===== config.mk =====
export PLATFORM = sky130hd
export DESIGN_NAME = accel_seq_ctrl
export DESIGN_NICKNAME = d
export VERILOG_FILES = /design/src/rtl/accel_seq_ctrl.sv
export SDC_FILE = /design/constraint.sdc
export NUM_CORES = 1
export LEC_CHECK = 0
export CELL_PAD_IN_SITES_DETAIL_PLACEMENT = 0
export CELL_PAD_IN_SITES_GLOBAL_PLACEMENT = 1
export CORE_ASPECT_RATIO = 0.6
export CORE_MARGIN = 10
export CORE_UTILIZATION = 40
export CTS_CLUSTER_DIAMETER = 100
export DETAILED_ROUTE_END_ITERATION = 8
export GPL_TIMING_DRIVEN = 0
export PLACE_DENSITY = 0.82
export SYNTH_ARGS = -nofsm -noshare
export SYNTH_HDL_FRONTEND = slang
export SYNTH_SLANG_ARGS = --single-unit

===== constraint.sdc =====
create_clock -name clk -period 6.1 [get_ports clk]
set_clock_uncertainty 0.15 [all_clocks]
set_input_delay 1.525 -clock clk [delete_from_list [all_inputs] [get_ports clk]]
set_output_delay 1.525 -clock clk [all_outputs]
set_load 0.005 [all_outputs]

===== src/rtl/accel_seq_ctrl.sv =====
// Frame sequencer: loads one frame from S_AXIS into the frame buffer, kicks the
// processing core, then drains the buffer to M_AXIS through a 2-entry output FIFO.
module accel_seq_ctrl #(
  parameter int NUM_WORDS = 576,
  parameter int DATA_W    = 32,
  parameter int ADDR_W    = 10
) (
  input  logic                clk,
  input  logic                rstn,
  input  logic                start,
  output logic                busy,
  output logic                done,
  output logic                err_tlast,
  input  logic                s_axis_tvalid,
  output logic                s_axis_tready,
  input  logic                s_axis_tlast,
  output logic                buf_wr_en,
  output logic [ADDR_W-1:0]   buf_wr_addr,
  output logic                proc_start,
  input  logic                proc_done,
  output logic                buf_rd_en,
  output logic [ADDR_W-1:0]   buf_rd_addr,
  input  logic [DATA_W-1:0]   buf_rd_data,
  output logic                m_axis_tvalid,
  output logic [DATA_W-1:0]   m_axis_tdata,
  output logic [DATA_W/8-1:0] m_axis_tstrb,
  output logic                m_axis_tlast,
  input  logic                m_axis_tready
);
  localparam int CNT_W = ADDR_W + 1;
  localparam logic [CNT_W-1:0] LAST_IDX  = CNT_W'(NUM_WORDS - 1);
  localparam logic [CNT_W-1:0] FRAME_LEN = CNT_W'(NUM_WORDS);

  typedef enum logic [1:0] {IDLE, LOAD, PROC, DRAIN} state_e;
  typedef struct packed {
    logic              last;
    logic [DATA_W-1:0] data;
  } beat_t;

  state_e           state_q, state_d;
  logic [CNT_W-1:0] wr_cnt_q, wr_cnt_d;
  logic [CNT_W-1:0] rd_cnt_q, rd_cnt_d;
  logic             busy_q, busy_d;
  logic             done_q, done_d;
  logic             err_q, err_d;
  logic             tready_q, tready_d;
  logic             pstart_q, pstart_d;
  // rd_vld: a buffer read was issued last cycle, its data is on buf_rd_data now
  logic             rd_vld_q, rd_vld_d;
  logic             rd_tag_q, rd_tag_d;
  beat_t [1:0]      fifo_q, fifo_d;
  logic             wp_q, wp_d, rp_q, rp_d;
  logic [1:0]       cnt_q, cnt_d;

  logic             wr_beat, rd_issue, push, pop;
  logic [2:0]       occ;
  beat_t            head;

  assign head = fifo_q[rp_q];

  always_comb begin
    wr_beat  = (state_q == LOAD) && tready_q && s_axis_tvalid;
    pop      = (cnt_q != 2'd0) && m_axis_tready;
    push     = rd_vld_q;
    // Slots committed after this cycle: stored + arriving - leaving.
    occ      = {1'b0, cnt_q} + {2'b0, rd_vld_q} - {2'b0, pop};
    rd_issue = (state_q == DRAIN) && (rd_cnt_q < FRAME_LEN) && (occ < 3'd2);

    state_d  = state_q;
    wr_cnt_d = wr_cnt_q;
    rd_cnt_d = rd_cnt_q;
    busy_d   = busy_q;
    done_d   = done_q;
    err_d    = err_q;
    pstart_d = 1'b0;

    case (state_q)
      IDLE: begin
        if (start) begin
          state_d  = LOAD;
          wr_cnt_d = '0;
          rd_cnt_d = '0;
          done_d   = 1'b0;
          err_d    = 1'b0;
          busy_d   = 1'b1;
        end
      end
      LOAD: begin
        if (wr_beat) begin
          wr_cnt_d = wr_cnt_q + 1'b1;
          if (s_axis_tlast != (wr_cnt_q == LAST_IDX)) err_d = 1'b1;
          if (wr_cnt_q == LAST_IDX) begin
            state_d  = PROC;
            pstart_d = 1'b1;
          end
        end
      end
      PROC: begin
        if (proc_done) state_d = DRAIN;
      end
      DRAIN: begin
        if (pop && head.last) begin
          state_d = IDLE;
          done_d  = 1'b1;
          busy_d  = 1'b0;
        end
      end
      default: state_d = IDLE;
    endcase

    tready_d = (state_d == LOAD);
    if (rd_issue) rd_cnt_d = rd_cnt_q + 1'b1;
    rd_vld_d = rd_issue;
    rd_tag_d = rd_issue && (rd_cnt_q == LAST_IDX);

    fifo_d = fifo_q;
    wp_d   = wp_q;
    rp_d   = rp_q;
    if (push) begin
      fifo_d[wp_q].last = rd_tag_q;
      fifo_d[wp_q].data = buf_rd_data;
      wp_d              = ~wp_q;
    end
    if (pop) rp_d = ~rp_q;
    cnt_d = cnt_q + {1'b0, push} - {1'b0, pop};
  end

  always_ff @(posedge clk) begin
    if (!rstn) begin
      state_q  <= IDLE;
      wr_cnt_q <= '0;
      rd_cnt_q <= '0;
      busy_q   <= 1'b0;
      done_q   <= 1'b0;
      err_q    <= 1'b0;
      tready_q <= 1'b0;
      pstart_q <= 1'b0;
      rd_vld_q <= 1'b0;
      rd_tag_q <= 1'b0;
      fifo_q   <= '0;
      wp_q     <= 1'b0;
      rp_q     <= 1'b0;
      cnt_q    <= '0;
    end else begin
      state_q  <= state_d;
      wr_cnt_q <= wr_cnt_d;
      rd_cnt_q <= rd_cnt_d;
      busy_q   <= busy_d;
      done_q   <= done_d;
      err_q    <= err_d;
      tready_q <= tready_d;
      pstart_q <= pstart_d;
      rd_vld_q <= rd_vld_d;
      rd_tag_q <= rd_tag_d;
      fifo_q   <= fifo_d;
      wp_q     <= wp_d;
      rp_q     <= rp_d;
      cnt_q    <= cnt_d;
    end
  end

  assign busy          = busy_q;
  assign done          = done_q;
  assign err_tlast     = err_q;
  assign s_axis_tready = tready_q;
  assign buf_wr_en     = wr_beat;
  assign buf_wr_addr   = wr_cnt_q[ADDR_W-1:0];
  assign proc_start    = pstart_q;
  assign buf_rd_en     = rd_issue;
  assign buf_rd_addr   = rd_cnt_q[ADDR_W-1:0];
  // Valid comes from the registered count only, so tready never reaches it.
  assign m_axis_tvalid = (cnt_q != 2'd0);
  assign m_axis_tdata  = head.data;
  assign m_axis_tlast  = m_axis_tvalid && head.last;
  assign m_axis_tstrb  = '1;

endmodule


# --- After elaboration in Yosys (flattened, before gate mapping) ---
# Index checks and enable logic that the tools add are counted.
op_classes:
  addsub: 6
  order_cmp: 5
  n_eq_ne: 11
  muxes: 29
  n_bitwise: 2
  n_reduce_logical: 20
op_table:
  columns: ["op", "count"]
  rows:
  - ["$bwmux 66", 2]
  - ["$mux 33", 3]
  - ["$demux 33 s1", 2]
  - ["$mux 11", 4]
  - ["$mux 32", 1]
  - ["$add 11x1->11 const B", 2]
  - ["$eq 11x10->1 const B", 2]
  - ["$pmux 11 s2", 1]
  - ["$lt 11x10->1 const B", 1]
  - ["$mux 2", 5]
  - ["$reduce_bool 2->1", 5]
  - ["$logic_and 1x1->1", 9]
  - ["$reduce_and 3->1", 3]
  - ["$pmux 2 s4", 1]
  - ["$mux 1", 7]
  - ["$pmux 1 s2", 3]
  - ["$eq 2x1->1 const B", 2]
  - ["$eq 2x2->1 const B", 2]
  - ["$lt 1x2->1 const B", 2]
  - ["$ne 2x1->1 const B", 2]
  - ["$ne 2x2->1 const B", 2]
  - ["$reduce_and 4->1", 1]
  - ["$add 2x1->3", 1]
  - ["$lt 3x2->1 const B", 1]
  - ["8 further kinds", 9]
word_totals:
  ff_bits: 101
  inputBits: 39
  out_inout_bits: 65
  word_cells: 90

# --- Logic depth before layout (Yosys ltp) ---
# Gate-level depths: netlist of run 1.
depth:
  depth_word: 7
  mapped_depth: 12
  mapped_depth_nobuf: 12

# --- Worst setup path after synthesis of run 1 ---
# OpenSTA, ideal clock, no wires.
synth_path:
  path_type: "in2out"
  startpoint: "input m_axis_tready"
  endpoint: "output buf_rd_en"
  t_arrival_ns: 3.137
  required_ns: 4.425
  slack_ns: 1.288
  path_stages: 9
  n_path_buf: 0
  path_cell_list: "nor2b_1 ha_1 inv_1 ha_1 inv_1 fa_1 and4b_4 nand3_4 inv_1"
synth_between:
  elab_chain_cells: 4
synth_lines:
  columns: ["element", "line", "rtl"]
  rows:
  - ["start: declaration", "28", "input logic m_axis_tready"]
  - ["$logic_and 1x1->1", "63", "pop = (cnt_q != 2'd0) && m_axis_tready;"]
  - ["$sub 3x1->3", "66", "occ = {1'b0, cnt_q} + {2'b0, rd_vld_q} - {2'b0, pop};"]
  - ["$lt 3x2->1", "67", "rd_issue = (state_q == DRAIN) && (rd_cnt_q < FRAME_LEN) && (occ < 3'd2);"]
  - ["$logic_and 1x1->1", "67", null]
  - ["end: declaration", "21", "output logic buf_rd_en,"]
# Every way passes these cells.

# --- Worst setup path after layout of run 1 ---
layout_path:
  startpoint: "input m_axis_tready"
  endpoint: "output buf_rd_en"
layout_between:
  elab_chain_cells: 4
layout_lines:
  columns: ["element", "line", "rtl"]
  rows:
  - ["$logic_and 1x1->1", "63", null]
  - ["via pop", "55", "logic wr_beat, rd_issue, push, pop;"]
  - ["$sub 3x1->3", "66", null]
  - ["$lt 3x2->1", "67", null]
  - ["$logic_and 1x1->1", "67", null]
# The timed path passes the listed nets, and every way through them passes these cells.

==> impl_metrics.env, run 1 <==
export IMPL_clkTransAtPathRegs_ns=0.07
export IMPL_syn_area_per_cell_um2=8.39
export IMPL_io_pin_count=104
export IMPL_synth_top_family_by_area="simple AND/OR/NAND/NOR gates"
export IMPL_dp_hpwl_um=9360
export IMPL_tns_ns=0
export IMPL_routedWlPerCell_um=16.0
export IMPL_drive_above_1_share_pct=13.6
export IMPL_min_period_over_period_pct=97.3
export IMPL_synth_seq_cells=101
export IMPL_crit_end="buf_rd_en"
export IMPL_fin_ws_ns=0.164
export IMPL_num_antenna_cells=0
export IMPL_syn_to_final_growth_pct=34.8
export IMPL_cp_end_kind="output port"
export IMPL_timing_fmax_ghz=0.168
export IMPL_grt_overflow_total=0
export IMPL_vdd_drop_max_mv=0.163
export IMPL_routed_wl_um=12700
export IMPL_start_kind="input pin"
export IMPL_cp_data_arrival_time_ns=4.26
export IMPL_htree_levels=3
export IMPL_place_area_mm2=0.00564
export IMPL_clockBufferDepth=2
export IMPL_synth_edff_count=0
export IMPL_leakage_nw=2.16
export IMPL_worst_r2r_startpoint="cnt_q[1]$_SDFF_PN0_"
export IMPL_cp_required_ns=4.43
export IMPL_start_util_pct=41.6
export IMPL_crit_fanout=5
export IMPL_rsz0062_at_grt="false"
export IMPL_drt_first_iter_violations=171
export IMPL_r2r_end="rd_cnt_q[6]$_SDFFE_PN0P_"
export IMPL_yosys_cell_types_count=52
export IMPL_synthMuxAreaShare_pct=8.29
export IMPL_ff2ff_setup_slack_ns=2.90
export IMPL_whs_path_depth=2
export IMPL_final_area_mm2=0.00602
export IMPL_gp_congestion=0.770
export IMPL_synth_xor_area_share_pct=2.33
export IMPL_status="completed"
export IMPL_min_path_type="reg -> reg"
export IMPL_grt_pass1_vias=3874
export IMPL_drc_errors=0
export IMPL_multi_input_area_mm2=0.00210
export IMPL_synth_adder_area_share_pct=1.57
export IMPL_syn_inst=532
export IMPL_synth_area_mm2=0.00447
export IMPL_cts_sinks=101
export IMPL_grt_pass1_wl_um=20200
export IMPL_die_y_um=102
export IMPL_hold_viol_final=0
export IMPL_slew_headroom_pct=40.8
export IMPL_die_area_mm2=0.0159
export IMPL_clk_latency_ns=0.34
export IMPL_root_buffer="clkbuf_16"
export IMPL_viasPerCell=5.03
export IMPL_fill_cells=973
export IMPL_worst_pin_slew_ns=0.883
export IMPL_pre_cts_slack_ns=0.00756
export IMPL_portBuffers=99
export IMPL_ctsHoldBuffers=0
export IMPL_hp_start="fifo_q[33]$_SDFFE_PN0P_"
export IMPL_ys_flop_type="dfxtp_1"
export IMPL_dr_pass1_iters=5
export IMPL_cts_tree="yes"
export IMPL_powerDensity_mw_per_mm2=252
export IMPL_startpoint="m_axis_tready"
export IMPL_async_reset_ff_share_pct=0
export IMPL_groute_usage_overall_pct=15.7
export IMPL_drv_slew=0
export IMPL_antenna_found_initial=0
export IMPL_die_x_um=156
export IMPL_layout_area_seq_mm2=0.00202
export IMPL_grt_max_degree=18
export IMPL_postRouteAntennaNets=0
export IMPL_finalSetupViolCount=0
export IMPL_yosys_warnings=0
export IMPL_coreArea_mm2=0.0107
export IMPL_vias=3983
export IMPL_dp_cells=773
export IMPL_synth_compound_area_share_pct=13.4
export IMPL_rows=29
export IMPL_synth_simple_area_share_pct=21.0
export IMPL_numCtsBuffers=9
export IMPL_max_cap_violations=0
export IMPL_nets=692
export IMPL_seq_area_frac_synth_pct=45.3
export IMPL_stdcell_count=792
export IMPL_worstRegToRegCells=11
export IMPL_layout_min_cycle_time_ns=5.94
export IMPL_path_class="in -> out"
[final cells by class]
type / count / area share, %
timing repair buffer: 102 / 16.8
sequential: 101 / 33.6
clock inverter: 7 / 2.04
inverter: 11 / 0.748
clock buffer: 9 / 3.74
buffer: 56 / 5.22
multi-input combinational: 367 / 34.9
tap: 139 / 2.89
[through the flow]
stage / hold slack [ns] / power (W) / util [%]
5_1_grt: 0.324 / 0.00158 / 56.0
3_3_place_gp: 0.287 / 0.000868 / 52.5
2_1_floorplan: 0.282 / 0.000799 / -
4_1_cts: 0.306 / 0.00153 / 55.8
3_5_place_dp: 0.297 / 0.000874 / 52.5
6_report: 0.305 / 0.00152 / 56.0
[critical path, stage by stage]
cell	delay, ns
clkdlybuf4s50_1	0.51
nor2b_2	0.20
ha_1	0.24
inv_1	0.05
ha_1	0.13
inv_1	0.05
fa_1	0.51
and4b_4	0.28
nand3_4	0.10
clkinvlp_4	0.14
clkdlybuf4s50_1	0.51
[metal layers]
metal	track usage, %	vias up	share of wire (%)	routed length, µm
met5	0	-	0	0
met4	3.32	0	0.56	71
met3	6.33	9	8.7	1100
met2	22.7	121	41	5130
met1	21.3	1855	50	6350
li1	-	1998	-	-
[cell families (layout without fill, tap and decap cells)]
group                    after synthesis  count (layout)
AND/OR/NAND/NOR                      210             210
AO/OA/AOI/OAI                        104             104
flip-flops                           101             101
buffers and inverters                 67             185
multiplexers                          33              33
XOR/XNOR                              11              11
adder cells (fa/ha/maj)                5               5
other                                  1               4
[sequential cells by signal (all words and copies together) (netlist names)]
name / flops
busy: 1
cnt_q: 2
done: 1
err_tlast: 1
fifo_q: 66
proc_start: 1
push: 1
rd_cnt_q: 11
rd_tag_q: 1
rp_q: 1
s_axis_tready: 1
state_q: 2
wp_q: 1
wr_cnt_q: 11
[synth_stat cells (2+ instances only)]
master     number  share of area [%]
nand2_1       147                 12
dfxtp_1       101                 45
a21oi_1        74                8.3
mux2_2         32                8.1
buf_4          25                4.2
clkbuf_1       22                1.8
nor2_1         19                1.6
inv_1          11               0.92
o21ai_0         8               0.90
xor2_1          8                1.6
buf_1           6               0.50
nor3_1          6               0.67
nand3_1         5               0.56
and2_1          4               0.56
and3_1          4               0.56
ha_1            4                1.1
or3_1           4               0.56
nand4_1         3               0.42
nand4b_1        3               0.59
o2111ai_1       3               0.59
o31ai_1         3               0.50
a211o_1         2               0.39
a31oi_1         2               0.28
and4_1          2               0.39
buf_2           2               0.22
nor2b_1         2               0.28
nor4_1          2               0.28
o211ai_1        2               0.34
o22ai_1         2               0.28
xnor2_1         2               0.39
[how the worst min path moves through the flow]
stage | endpoint | slack (ns)
detailed placement | fifo_q[33]$_SDFFE_PN0P_ | 0.30
finish | fifo_q[33]$_SDFFE_PN0P_ | 0.30
global route | fifo_q[63]$_SDFFE_PN0P_ | 0.32
global placement | fifo_q[59]$_SDFFE_PN0P_ | 0.29
floorplan | fifo_q[32]$_SDFFE_PN0P_ | 0.28
CTS | fifo_q[33]$_SDFFE_PN0P_ | 0.31
[cells in the final DEF, fill, tap and decap left out, types with 3 or more instances in the layout]
cell type,netlist,final
a21oi_1,74,74
and2_1,4,4
and3_1,4,4
buf_1,6,6
buf_4,25,28
bufinv_16,0,3
clkbuf_1,22,22
clkbuf_16,0,9
clkdlybuf4s50_1,0,99
clkinvlp_4,0,3
conb_1,1,4
dfxtp_1,101,101
ha_1,4,4
inv_1,11,10
mux2_2,32,32
nand2_1,147,147
nand3_1,5,5
nand4_1,3,3
nand4b_1,3,3
nor2_1,19,19
nor3_1,6,6
o2111ai_1,3,3
o21ai_0,8,8
o31ai_1,3,3
or3_1,4,4
xor2_1,8,8
[report_power, final]
group	leakage, nW	total, W	internal, W	switching (W)
clock network	0.162	0.000660	0.000403	0.000257
logic	1.19	0.000185	0.0000856	0.0000992
registers	0.814	0.000674	0.000668	0.00000651
total	2.16	0.00152	0.00116	0.000362
[timing repair]
action | CTS | global route
setup endpoints to repair | 1 | 1
resized for setup | 1 | 1
gates cloned | 0 | 0
pin swaps | 0 | 0
setup buffers | 0 | 3
Power figures use the tool's default switching activity.
==> run 2: changes to the inputs <==
==> config.mk (replaced) <==
export PLATFORM = sky130hd
export DESIGN_NAME = accel_seq_ctrl
export DESIGN_NICKNAME = d
export VERILOG_FILES = /design/src/rtl/accel_seq_ctrl.sv
export SDC_FILE = /design/constraint.sdc
export NUM_CORES = 1
export LEC_CHECK = 0
export CELL_PAD_IN_SITES_DETAIL_PLACEMENT = 1
export CELL_PAD_IN_SITES_GLOBAL_PLACEMENT = 2
export CORE_ASPECT_RATIO = 0.6
export CORE_MARGIN = 10
export CORE_UTILIZATION = 31
export CTS_CLUSTER_DIAMETER = 100
export DETAILED_ROUTE_END_ITERATION = 8
export GPL_TIMING_DRIVEN = 0
export PLACE_DENSITY = 0.8
export SYNTH_ARGS = -nofsm -noshare
export SYNTH_HDL_FRONTEND = slang
export SYNTH_SLANG_ARGS = --single-unit
==> impl_metrics.env, run 2 (synthesis results as in run 1) <==
export IMPL_status="completed"
export IMPL_htree_levels=3
export IMPL_dr_pass1_iters=4
export IMPL_nets=691
export IMPL_finalSetupViolCount=0
export IMPL_top_register="fifo_q"
export IMPL_io_pin_count=104
export IMPL_rows=33
export IMPL_tns_ns=0
export IMPL_slew_headroom_pct=41.7
export IMPL_antenna_found_initial=1
export IMPL_final_cell_mix="147 x nand2_1, 101 x dfxtp_1, 99 x clkdlybuf4s50_1, 74 x a21oi_1, 32 x mux2_2"
export IMPL_vias=4006
export IMPL_place_area_mm2=0.00571
export IMPL_root_buffer="clkbuf_16"
export IMPL_viasPerCell=4.75
export IMPL_die_x_um=175
export IMPL_dp_cells=826
export IMPL_die_area_mm2=0.0198
export IMPL_drv_slew=0
export IMPL_slowest_stage="clkdlybuf4s50_1"
export IMPL_clkTransAtPathRegs_ns=0.07
export IMPL_num_antenna_cells=0
export IMPL_numCtsBuffers=9
export IMPL_cp_end_kind="output port"
export IMPL_drive_above_1_share_pct=13.5
export IMPL_drt_first_iter_violations=154
export IMPL_multi_input_area_mm2=0.00210
export IMPL_grt_overflow_total=0
export IMPL_path_class="in -> out"
export IMPL_powerDensity_mw_per_mm2=237
export IMPL_portBuffers=99
export IMPL_worst_pin_slew_ns=0.868
export IMPL_cp_required_ns=4.43
export IMPL_postRouteAntennaNets=0
export IMPL_grt_pass1_wl_um=22700
export IMPL_routed_wl_um=14200
export IMPL_cts_tree="yes"
export IMPL_final_area_mm2=0.00602
export IMPL_min_period_over_period_pct=97.1
export IMPL_clk_latency_ns=0.35
export IMPL_stdcell_count=844
export IMPL_dp_hpwl_um=10700
export IMPL_gp_congestion=0.758
export IMPL_rsz0062_at_grt="false"
export IMPL_whs_path_depth=2
export IMPL_timing_fmax_ghz=0.169
export IMPL_fin_util_pct=43.4
export IMPL_start_kind="input pin"
export IMPL_cp_top_family="buffers and inverters"
export IMPL_largest_reg_flops=66
export IMPL_routedWlPerCell_um=16.8
export IMPL_start_util_pct=32.2
export IMPL_leakage_nw=2.14
export IMPL_groute_usage_overall_pct=14.1
export IMPL_crit_fanout=4
export IMPL_crit_chain="clkdlybuf4s50_1 > nor2b_2 > ha_1 > inv_1 > ha_1 > inv_1 > fa_1 > and4b_4 > nand3_4 > clkinvlp_4 > clkdlybuf4s50_1"
export IMPL_die_y_um=113
export IMPL_cts_sinks=101
export IMPL_clockBufferDepth=2
export IMPL_path_depth=11
export IMPL_hold_viol_final=0
export IMPL_grt_max_degree=20
export IMPL_syn_to_final_growth_pct=34.9
export IMPL_drc_errors=0
export IMPL_layout_area_seq_mm2=0.00202
export IMPL_fill_cells=1678
export IMPL_max_cap_violations=0
export IMPL_timing_critical_path_buf_inv=5
export IMPL_grt_pass1_vias=4263
export IMPL_min_path_type="reg -> reg"
export IMPL_vdd_drop_max_mv=0.110
export IMPL_top_regs="fifo_q (66), rd_cnt_q (11), wr_cnt_q (11)"
export IMPL_cp_data_arrival_time_ns=4.25
export IMPL_mostFrequentLayoutCell="nand2_1"
export IMPL_coreArea_mm2=0.0139
export IMPL_max_stage_delay_ns=0.53
export IMPL_worstRegToRegCells=11
export IMPL_layout_min_cycle_time_ns=5.92
## run 2: cell types whose count changed in the layout (fill, tap and decap cells not counted)
cell / delta
bufinv_16: -3
inv_8: +3
clkinv_4: +2
buf_4: -1
clkinvlp_4: -1
inv_6: -1
## run 2: what timing repair did
| item | CTS | global route |
|---|---|---|
| setup endpoints to repair | 1 | 1 |
| resized for setup | 1 | 1 |
| hold endpoints to repair | 0 | 0 |
| hold buffers | 0 | 0 |
| buffers inserted | 0 | 2 |
## run 2: worst paths after layout
check             slack, ns                       end               startpoint
setup / recovery       0.18                 buf_rd_en            m_axis_tready
setup reg to reg       2.92  rd_cnt_q[6]$_SDFFE_PN0P_      cnt_q[1]$_SDFF_PN0_
hold / removal         0.30   fifo_q[38]$_SDFFE_PN0P_  fifo_q[38]$_SDFFE_PN0P_
hold reg to reg        0.30   fifo_q[38]$_SDFFE_PN0P_  fifo_q[38]$_SDFFE_PN0P_
## run 2: tightest hold or removal path: stages, from the launching register on
cell and delay, ns:
dfxtp_1 0.31, nand2_1 0.05, a21oi_1 0.05
## run 2: layout make-up
class | count | share of cell area [%]
Clock inverter | 7 | 1.12
Sequential cell | 101 | 33.6
Inverter | 11 | 0.748
Timing Repair Buffer | 101 | 16.7
Multi-Input combinational cell | 367 | 34.9
Tap cell | 192 | 3.99
Clock buffer | 9 | 3.74
Buffer | 56 | 5.22
## run 2: metrics by stage
step	hold WS, ns	power (W)	worst slack, ns
after floorplan	0.282	0.000799	1.29
after global placement	0.287	0.000872	0.00262
after detailed placement	0.297	0.000878	-0.0356
after CTS	0.308	0.00144	0.0282
after global routing	0.331	0.00149	0.0346
final	0.304	0.00143	0.179
## run 2: per-layer routing
| layer | vias to the layer above | GRT usage, % | routed length, µm |
|---|---|---|---|
| li1 | 1994 | - | - |
| met4 | 2 | 2.53 | 79 |
| met2 | 75 | 21.0 | 5930 |
| met1 | 1921 | 19.2 | 7290 |
| met5 | - | 0 | 13 |
| met3 | 14 | 4.98 | 835 |
## run 2: power by group
part / total (W) / leakage (nW) / internal (W) / switching (W)
registers: 0.000674 / 0.814 / 0.000667 / 0.00000650
clock network: 0.000567 / 0.142 / 0.000288 / 0.000280
logic: 0.000188 / 1.18 / 0.0000859 / 0.000103
total: 0.00143 / 2.14 / 0.00104 / 0.000389
